[config.mk]
export PLATFORM = sky130hd
export DESIGN_NAME = control_fsm
export DESIGN_NICKNAME = d
export VERILOG_FILES = /design/src/rtl/control_fsm.sv
export SDC_FILE = /design/constraint.sdc
export NUM_CORES = 1
export LEC_CHECK = 0
export ABC_CLOCK_PERIOD_IN_PS = 2900
export BUFFER_PORTS_ARGS = -buffer_cell sky130_fd_sc_hd__buf_2
export CAP_MARGIN = 20
export CORE_MARGIN = 2
export CORE_UTILIZATION = 53
export CTS_CLUSTER_SIZE = 30
export DETAILED_ROUTE_END_ITERATION = 12
export PLACE_DENSITY = 0.8
export SYNTH_ARGS = -nofsm -noshare
export SYNTH_HDL_FRONTEND = slang
export SYNTH_SLANG_ARGS = --single-unit
[constraint.sdc]
create_clock -name clk -period 2.9 [get_ports clk]
set_input_delay 0.87 -clock clk [delete_from_list [all_inputs] [get_ports clk]]
set_output_delay 0.87 -clock clk [all_outputs]
set_load 0.02 [all_outputs]
[src/rtl/control_fsm.sv]
// control_fsm: FETCH/DECODE/EXEC/WB instruction sequencer with valid/ready intake, pc and register-file strobes.
// Defining RETIRE_COUNT_EN adds the retireCount output (completed-instruction counter).
module control_fsm (
  input  logic        clk,
  input  logic        rst_n,
  input  logic        instrValid,
  output logic        instrReady,
  input  logic [15:0] instr,
  output logic [7:0]  pc,
  output logic [2:0]  aluControl,
  input  logic        equality,
  output logic [2:0]  rs1Addr,
  output logic [2:0]  rs2Addr,
  output logic [2:0]  rdAddr,
  output logic        regWrite
`ifdef RETIRE_COUNT_EN
  ,
  output logic [15:0] retireCount
`endif
);

  localparam logic [2:0] OP_BEQ = 3'b111;

  typedef enum logic [1:0] {
    FETCH  = 2'd0,
    DECODE = 2'd1,
    EXEC   = 2'd2,
    WB     = 2'd3
  } state_t;

  state_t      state_q;
  logic [15:0] ir_q;
  logic [7:0]  pc_q;
  logic [7:0]  pc_d;
  logic        instr_ready_q;
  logic        reg_write_q;
  logic        is_beq;
  logic [7:0]  offset_ext;

  assign is_beq     = (ir_q[15:13] == OP_BEQ);
  assign offset_ext = {{4{ir_q[3]}}, ir_q[3:0]};

  // Next pc: sequential step, or taken-branch target while a BEQ sits in EXEC.
  always_comb begin
    pc_d = pc_q + 8'd1;
    if (state_q == EXEC && is_beq && equality) begin
      pc_d = pc_q + 8'd1 + offset_ext;
    end
  end

  always_ff @(posedge clk or negedge rst_n) begin
    if (!rst_n) begin
      state_q       <= FETCH;
      ir_q          <= '0;
      pc_q          <= '0;
      instr_ready_q <= 1'b1;
      reg_write_q   <= 1'b0;
    end else begin
      reg_write_q <= 1'b0;
      case (state_q)
        FETCH: begin
          if (instrValid) begin
            ir_q          <= instr;
            instr_ready_q <= 1'b0;
            state_q       <= DECODE;
          end
        end
        DECODE: begin
          state_q <= EXEC;
        end
        EXEC: begin
          if (is_beq) begin
            pc_q          <= pc_d;
            instr_ready_q <= 1'b1;
            state_q       <= FETCH;
          end else begin
            reg_write_q <= 1'b1;
            state_q     <= WB;
          end
        end
        WB: begin
          pc_q          <= pc_d;
          instr_ready_q <= 1'b1;
          state_q       <= FETCH;
        end
        default: begin
          state_q       <= FETCH;
          instr_ready_q <= 1'b1;
        end
      endcase
    end
  end

  // Decode fields come straight off the IR flops, so they move only when IR is loaded (entry to DECODE).
  assign aluControl = ir_q[15:13];
  assign rdAddr     = ir_q[12:10];
  assign rs1Addr    = ir_q[9:7];
  assign rs2Addr    = ir_q[6:4];
  assign pc         = pc_q;
  assign instrReady = instr_ready_q;
  assign regWrite   = reg_write_q;

`ifdef RETIRE_COUNT_EN
  logic [15:0] retire_cnt_q;
  logic [15:0] retire_cnt_d;
  logic        retire;

  assign retire = (state_q == WB) || (state_q == EXEC && is_beq);

  always_comb begin
    retire_cnt_d = retire_cnt_q;
    if (retire) begin
      retire_cnt_d = retire_cnt_q + 16'd1;
    end
  end

  always_ff @(posedge clk or negedge rst_n) begin
    if (!rst_n) begin
      retire_cnt_q <= '0;
    end else begin
      retire_cnt_q <= retire_cnt_d;
    end
  end

  assign retireCount = retire_cnt_q;
`endif

endmodule

==> results.json, run 1 <==
{
  "ff2ff_path_depth": 10,
  "maxCapViolCount": 0,
  "ctsLongestPathBuffers": 2,
  "clkSlewWorstSetupHoldPaths_ns": 0.16,
  "globalRouteTotalUtil": 0.197,
  "numCtsBuffers": 3,
  "ys_seq_elements": 28,
  "fmax_ghz": 0.372,
  "syn_nets": 187,
  "post-place-cells": 227,
  "globalRouteOverflowTotal": 0,
  "cp.arrival_ns": 2.95,
  "end_kind": "register",
  "cts_htree_levels": 1,
  "syn2layout_area_growth_pct": 12.4,
  "clock_skew_ns": 0.0112,
  "met1_usage": 0.261,
  "grtUsageMet3": 0.0368,
  "ys_types": 41,
  "cts_resized": 0,
  "cp_max_fo": 6,
  "multiInputGateArea_sq_um": 832,
  "grt_pass1_wl_um": 5380,
  "viasPerCell": 5.42,
  "rr_startpoint": "pc[0]$_DFFE_PN0P_",
  "tightest_slew_ns": 0.602,
  "drcViolationCount": 0,
  "critical_path_class": "reg -> reg",
  "n_fill_cell": 235,
  "instances_no_fill": 231,
  "fin_crit_ns": 2.69,
  "crit_end": "pc[7]$_DFFE_PN0P_",
  "cts_root_buffer": "clkbuf_4",
  "cts_tree": "done",
  "relSlewSlack": 0.599,
  "tns_ns": 0,
  "die_area_sq_mm": 0.00362,
  "die_height_um": 60.2,
  "ioPinCount": 42,
  "crit_required_ns": 3.16,
  "grt_max_degree": 29,
  "gp_congestion": 0.865,
  "finalCritPeriodShare": 0.928,
  "layout.nets": 218,
  "syn-mean-instance-area_sq_um": 10.7,
  "power_mw": 2.39,
  "netlist_area_sq_mm": 0.00167,
  "finalSetupViolCount": 0,
  "initial_core_util": 0.552,
  "yosysSeqAreaShare": 0.420,
  "hpwlAfterDp_um": 2470,
  "drtPass1Iterations": 4,
  "hold_violations": 0,
  "leakage_nw": 0.909,
  "grt.busiest_layer": "met2",
  "port_buffers": 41,
  "yosysWarnings": 0,
  "regArea_sq_um": 702,
  "die_w_um": 60.2,
  "antenna_cells": 0,
  "power_density_mw_per_mm2": 1270,
  "hold_path.class": "in -> async",
  "wl_um": 3210,
  "grt_pass1_vias": 1217,
  "ir_drop_v": 0.000635,
  "status": "completed",
  "rrSetupSlack_ns": 0.21,
  "use_met2": 0.318,
  "start_kind": "register",
  "rows": 20,
  "rsz0062_at_grt": "false",
  "clock_sinks": 28,
  "drt_iter0_drc": 49,
  "clkLatencyLatePin_ns": 0.34,
  "antenna_found_initial": 0,
  "postCtsSetupRepairBufs": 0,
  "netlist_instances": 157,
  "final_antenna_net_count": 0,
  "num_vias": 1251,
  "worst_r2r_endpoint": "pc[7]$_DFFE_PN0P_",
  "wire_per_inst_um": 13.9,
  "slew_violations": 0,
  "drive_gt1_frac": 0.390,
  "crit_path_start": "pc[0]$_DFFE_PN0P_",
  "core_region_area_sq_mm": 0.00303,
  "cts_hold_buf": 0
}
==> per-stage QoR <==
step / utilization / hold WS, ns / instance area (sq um) / setup WS, ns
after CTS: 0.621 / 0.512 / 1880 / 0.237
after global placement: 0.604 / 0.475 / 1830 / 0.353
after floorplan: - / 0.468 / 1670 / 0.276
final: 0.621 / 0.507 / 1880 / 0.209
after detailed placement: 0.604 / 0.490 / 1830 / 0.245
after global routing: 0.621 / 0.543 / 1880 / 0.00359
==> worst max-delay path: stages (launching register included) <==
cell and delay [ns]:
dfrtp_1 0.45, ha_1 0.27, nand3_1 0.12, xnor2_1 0.21, ha_1 0.33, a21oi_1 0.21
o21ai_2 0.10, and4b_4 0.19, or4_1 0.48, and4_1 0.18, o311ai_1 0.07
==> layout by cell type, fill, tap and decap left out, drive strengths merged, types with 2 or more instances in the layout <==
cell / synthesis / layout
a21o: 2 / 2
a21oi: 9 / 9
a22oi: 2 / 2
and3: 5 / 5
buf: 16 / 43
clkbuf: 1 / 3
dfrtp: 27 / 27
ha: 9 / 9
inv: 5 / 5
mux2: 16 / 16
nand2: 7 / 7
nand3: 6 / 6
nand3b: 2 / 2
nor2: 5 / 5
nor3b: 3 / 3
o21ai: 16 / 16
xnor2: 6 / 6
xor2: 4 / 4
==> synth_stat cells, drive strengths merged <==
master	number	area share
a211oi	1	0.0075
a21o	2	0.0097
a21oi	9	0.027
a22oi	2	0.0090
and3	5	0.020
and4	1	0.0052
and4b	1	0.0082
buf	16	0.073
clkbuf	1	0.0022
dfrtp	27	0.40
dfstp	1	0.016
fa	1	0.012
ha	9	0.067
inv	5	0.011
mux2	16	0.11
mux2i	1	0.0060
nand2	7	0.016
nand2b	1	0.0037
nand3	6	0.018
nand3b	2	0.0090
nor2	5	0.011
nor2b	1	0.0037
nor3	1	0.0030
nor3b	3	0.013
nor4	1	0.0037
o211ai	1	0.0075
o21ai	16	0.050
o221ai	1	0.0052
o311ai	1	0.0052
o31ai	1	0.0045
or2	1	0.0037
or4	1	0.0045
xnor2	6	0.031
xor2	4	0.021
==> cell families (layout without fill, tap and decap cells) <==
kind of cell | after synthesis | after routing | synth area share
fa+ha+maj | 10 | 10 | 0.0793
compound gates | 34 | 34 | 0.126
simple gates | 36 | 36 | 0.123
buf+inv | 22 | 52 | 0.0860
mux | 17 | 17 | 0.114
flops | 28 | 28 | 0.420
xor+xnor | 10 | 10 | 0.0524
==> sequential cells by signal, summed over array words and instances, names as in the netlist <==
signal and cells:
pc 8, ir_q 16, regWrite 1, state_q 2
instrReady 1
==> per-layer routing <==
layer / vias up / share of wire
met5: - / 0
met4: 0 / 0.016
met3: 6 / 0.045
met2: 37 / 0.50
met1: 602 / 0.44
li1: 606 / -
==> report_power, final <==
part	total, mW	switching, mW	internal (mW)	leakage, nW
Sequential	0.736	0.160	0.576	0.335
Clock	0.262	0.122	0.140	0.0279
Combinational	1.40	0.773	0.623	0.546
Total	2.39	1.06	1.34	0.909
==> final cells by class <==
type,instances,share of cell area
clock buffer,3,0.0120
inverter,5,0.00998
sequential,28,0.373
multi-input combinational,107,0.442
clock inverter,1,0.0160
tap,44,0.0293
timing repair buffer,43,0.117
==> worst min path at each step <==
stage	startpoint	endpoint	cells past startpoint
finish	rst_n	ir_q[6]$_DFFE_PN0P_	1
detailed placement	ir_q[12]$_DFFE_PN0P_	ir_q[12]$_DFFE_PN0P_	1
global placement	instrReady$_DFFE_PN1P_	instrReady$_DFFE_PN1P_	2
floorplan	state_q[1]$_DFFE_PN0P_	state_q[1]$_DFFE_PN0P_	1
CTS	instrReady$_DFFE_PN1P_	instrReady$_DFFE_PN1P_	2
global route	rst_n	ir_q[8]$_DFFE_PN0P_	1
Note: power is estimated with default switching activity, not from simulation.
==> inputs of run 2 (changes only) <==
--- a/config.mk
+++ b/config.mk
@@ -8,6 +8,7 @@
 export ABC_CLOCK_PERIOD_IN_PS = 2900
 export BUFFER_PORTS_ARGS = -buffer_cell sky130_fd_sc_hd__buf_2
 export CAP_MARGIN = 20
+export CORE_ASPECT_RATIO = 1.1
 export CORE_MARGIN = 2
 export CORE_UTILIZATION = 53
 export CTS_CLUSTER_SIZE = 30
==> run 2 against run 1 <==
Sequential share of layout area increased by 0.47 points. Largest cell class unchanged. Critical path type unchanged. Global-route usage increased by 0.10 points. Setup slack improved by 0.045 ns.
==> results.json, run 2 (same netlist as run 1, synthesis figures left out) <==
{
  "crit_path_start": "pc[2]$_DFFE_PN0P_",
  "cp_max_fo": 7,
  "relSlewSlack": 0.581,
  "num_vias": 1251,
  "ir_drop_v": 0.000786,
  "hpwlAfterDp_um": 2480,
  "drtPass1Iterations": 4,
  "leakage_nw": 0.910,
  "postCtsSetupRepairBufs": 0,
  "tightest_slew_ns": 0.628,
  "max_stage_delay_ns": 0.50,
  "multiInputGateArea_sq_um": 840,
  "path_cells": "and3_1, nand3_1, xnor2_2, ha_1, o21ai_0, nand3b_1, o221ai_1, or4_1, and4_1, o311ai_1",
  "globalRouteOverflowTotal": 0,
  "finalSetupViolCount": 0,
  "ff2ff_path_depth": 10,
  "clkLatencyLatePin_ns": 0.32,
  "grt_pass1_vias": 1230,
  "globalRouteTotalUtil": 0.198,
  "hold_violations": 0,
  "rsz0062_at_grt": "false",
  "wire_per_inst_um": 14.8,
  "ctsLongestPathBuffers": 2,
  "gp_congestion": 0.851,
  "maxCapViolCount": 0,
  "end_kind": "register",
  "tns_ns": 0,
  "start_kind": "register",
  "port_buffers": 41,
  "drive_gt1_frac": 0.401,
  "crit_required_ns": 3.14,
  "cts_tree": "done",
  "syn2layout_area_growth_pct": 11.2,
  "final_common_cell": "buf_2",
  "post-place-cells": 217,
  "wl_um": 3280,
  "hold_path.class": "reg -> reg",
  "largest_register_ffs": 16,
  "largest_register": "ir_q",
  "grt_pass1_wl_um": 5640,
  "fmax_ghz": 0.378,
  "viasPerCell": 5.66,
  "rr_startpoint": "pc[2]$_DFFE_PN0P_",
  "grt_max_degree": 29,
  "die_w_um": 57.6,
  "cts_htree_levels": 1,
  "cts_root_buffer": "clkbuf_4",
  "drt_iter0_drc": 59,
  "crit_end": "pc[7]$_DFFE_PN0P_",
  "antenna_cells": 0,
  "slowest_stage": "or4_1",
  "critical_path_class": "reg -> reg",
  "rrSetupSlack_ns": 0.25,
  "n_fill_cell": 258,
  "finalCritPeriodShare": 0.912,
  "clkSlewWorstSetupHoldPaths_ns": 0.14,
  "die_area_sq_mm": 0.00362,
  "utilization": 0.616,
  "drcViolationCount": 0,
  "fin_crit_ns": 2.65,
  "layout.nets": 218,
  "regArea_sq_um": 703,
  "clock_skew_ns": 0.00581,
  "status": "completed",
  "worst_r2r_endpoint": "pc[7]$_DFFE_PN0P_",
  "power_density_mw_per_mm2": 1240,
  "core_region_area_sq_mm": 0.00302,
  "clock_sinks": 28,
  "numCtsBuffers": 3,
  "instances_no_fill": 221,
  "final_cell_mix": "buf_2, dfrtp_1, mux2_2",
  "antenna_found_initial": 0,
  "cp.arrival_ns": 2.88,
  "die_height_um": 62.9,
  "slew_violations": 0,
  "ioPinCount": 42,
  "rows": 21,
  "final_antenna_net_count": 0,
  "initial_core_util": 0.554
}
==> run 2: worst max-delay path: cells and delay by family, from the launching register on <==
family	cells	cell delay [ns]
adders and majority gates	1	0.35
xor gates and xnor gates	1	0.18
DFF	1	0.47
AOI/OAI and AO/OA	3	0.31
and+or+nand+nor	5	1.25
==> run 2: power by group <==
| part | internal [mW] | switching, mW |
|---|---|---|
| combinational | 0.622 | 0.763 |
| clock | 0.0768 | 0.109 |
| sequential | 0.577 | 0.166 |
| total | 1.28 | 1.04 |
==> run 2: final cells by class <==
type                            count  share of cell area
Tap cell                           34              0.0229
Inverter                            5              0.0101
Clock buffer                        4              0.0195
Sequential cell                    28               0.378
Multi-Input combinational cell    107               0.451
Timing Repair Buffer               43               0.118
==> run 2: worst min-delay path by stage <==
stage | cells after the start | start | slack, ns | end
after floorplan | 1 | state_q[1]$_DFFE_PN0P_ | 0.47 | state_q[1]$_DFFE_PN0P_
final | 2 | instrReady$_DFFE_PN1P_ | 0.51 | instrReady$_DFFE_PN1P_
after CTS | 2 | instrReady$_DFFE_PN1P_ | 0.52 | instrReady$_DFFE_PN1P_
after global routing | 1 | rst_n | 0.55 | ir_q[6]$_DFFE_PN0P_
after global placement | 2 | instrReady$_DFFE_PN1P_ | 0.47 | instrReady$_DFFE_PN1P_
after detailed placement | 2 | instrReady$_DFFE_PN1P_ | 0.49 | instrReady$_DFFE_PN1P_
==> run 2: timing repair <==
item / in CTS / in global routing
endpoints found under the setup margin: 0 / 1
resized for setup: 0 / 2
hold buffers: 0 / 0
==> run 2: routing by layer <==
layer  global-route usage  share of wire  vias up
li1                     -              -      610
met1                0.265           0.43      596
met2                0.325           0.52       43
met3               0.0248          0.047        2
met4               0.0698         0.0067        0
met5                    0              0        -
==> run 2: per-stage QoR <==
step	power, mW	hold slack (ns)	worst slack, ns	cell area, sq um
floorplan	1.88	0.468	0.276	1670
global placement	2.05	0.473	0.364	1820
detailed placement	2.13	0.485	0.234	1820
CTS	2.33	0.520	0.213	1850
global route	2.52	0.554	0.0261	1860
finish	2.31	0.514	0.254	1860
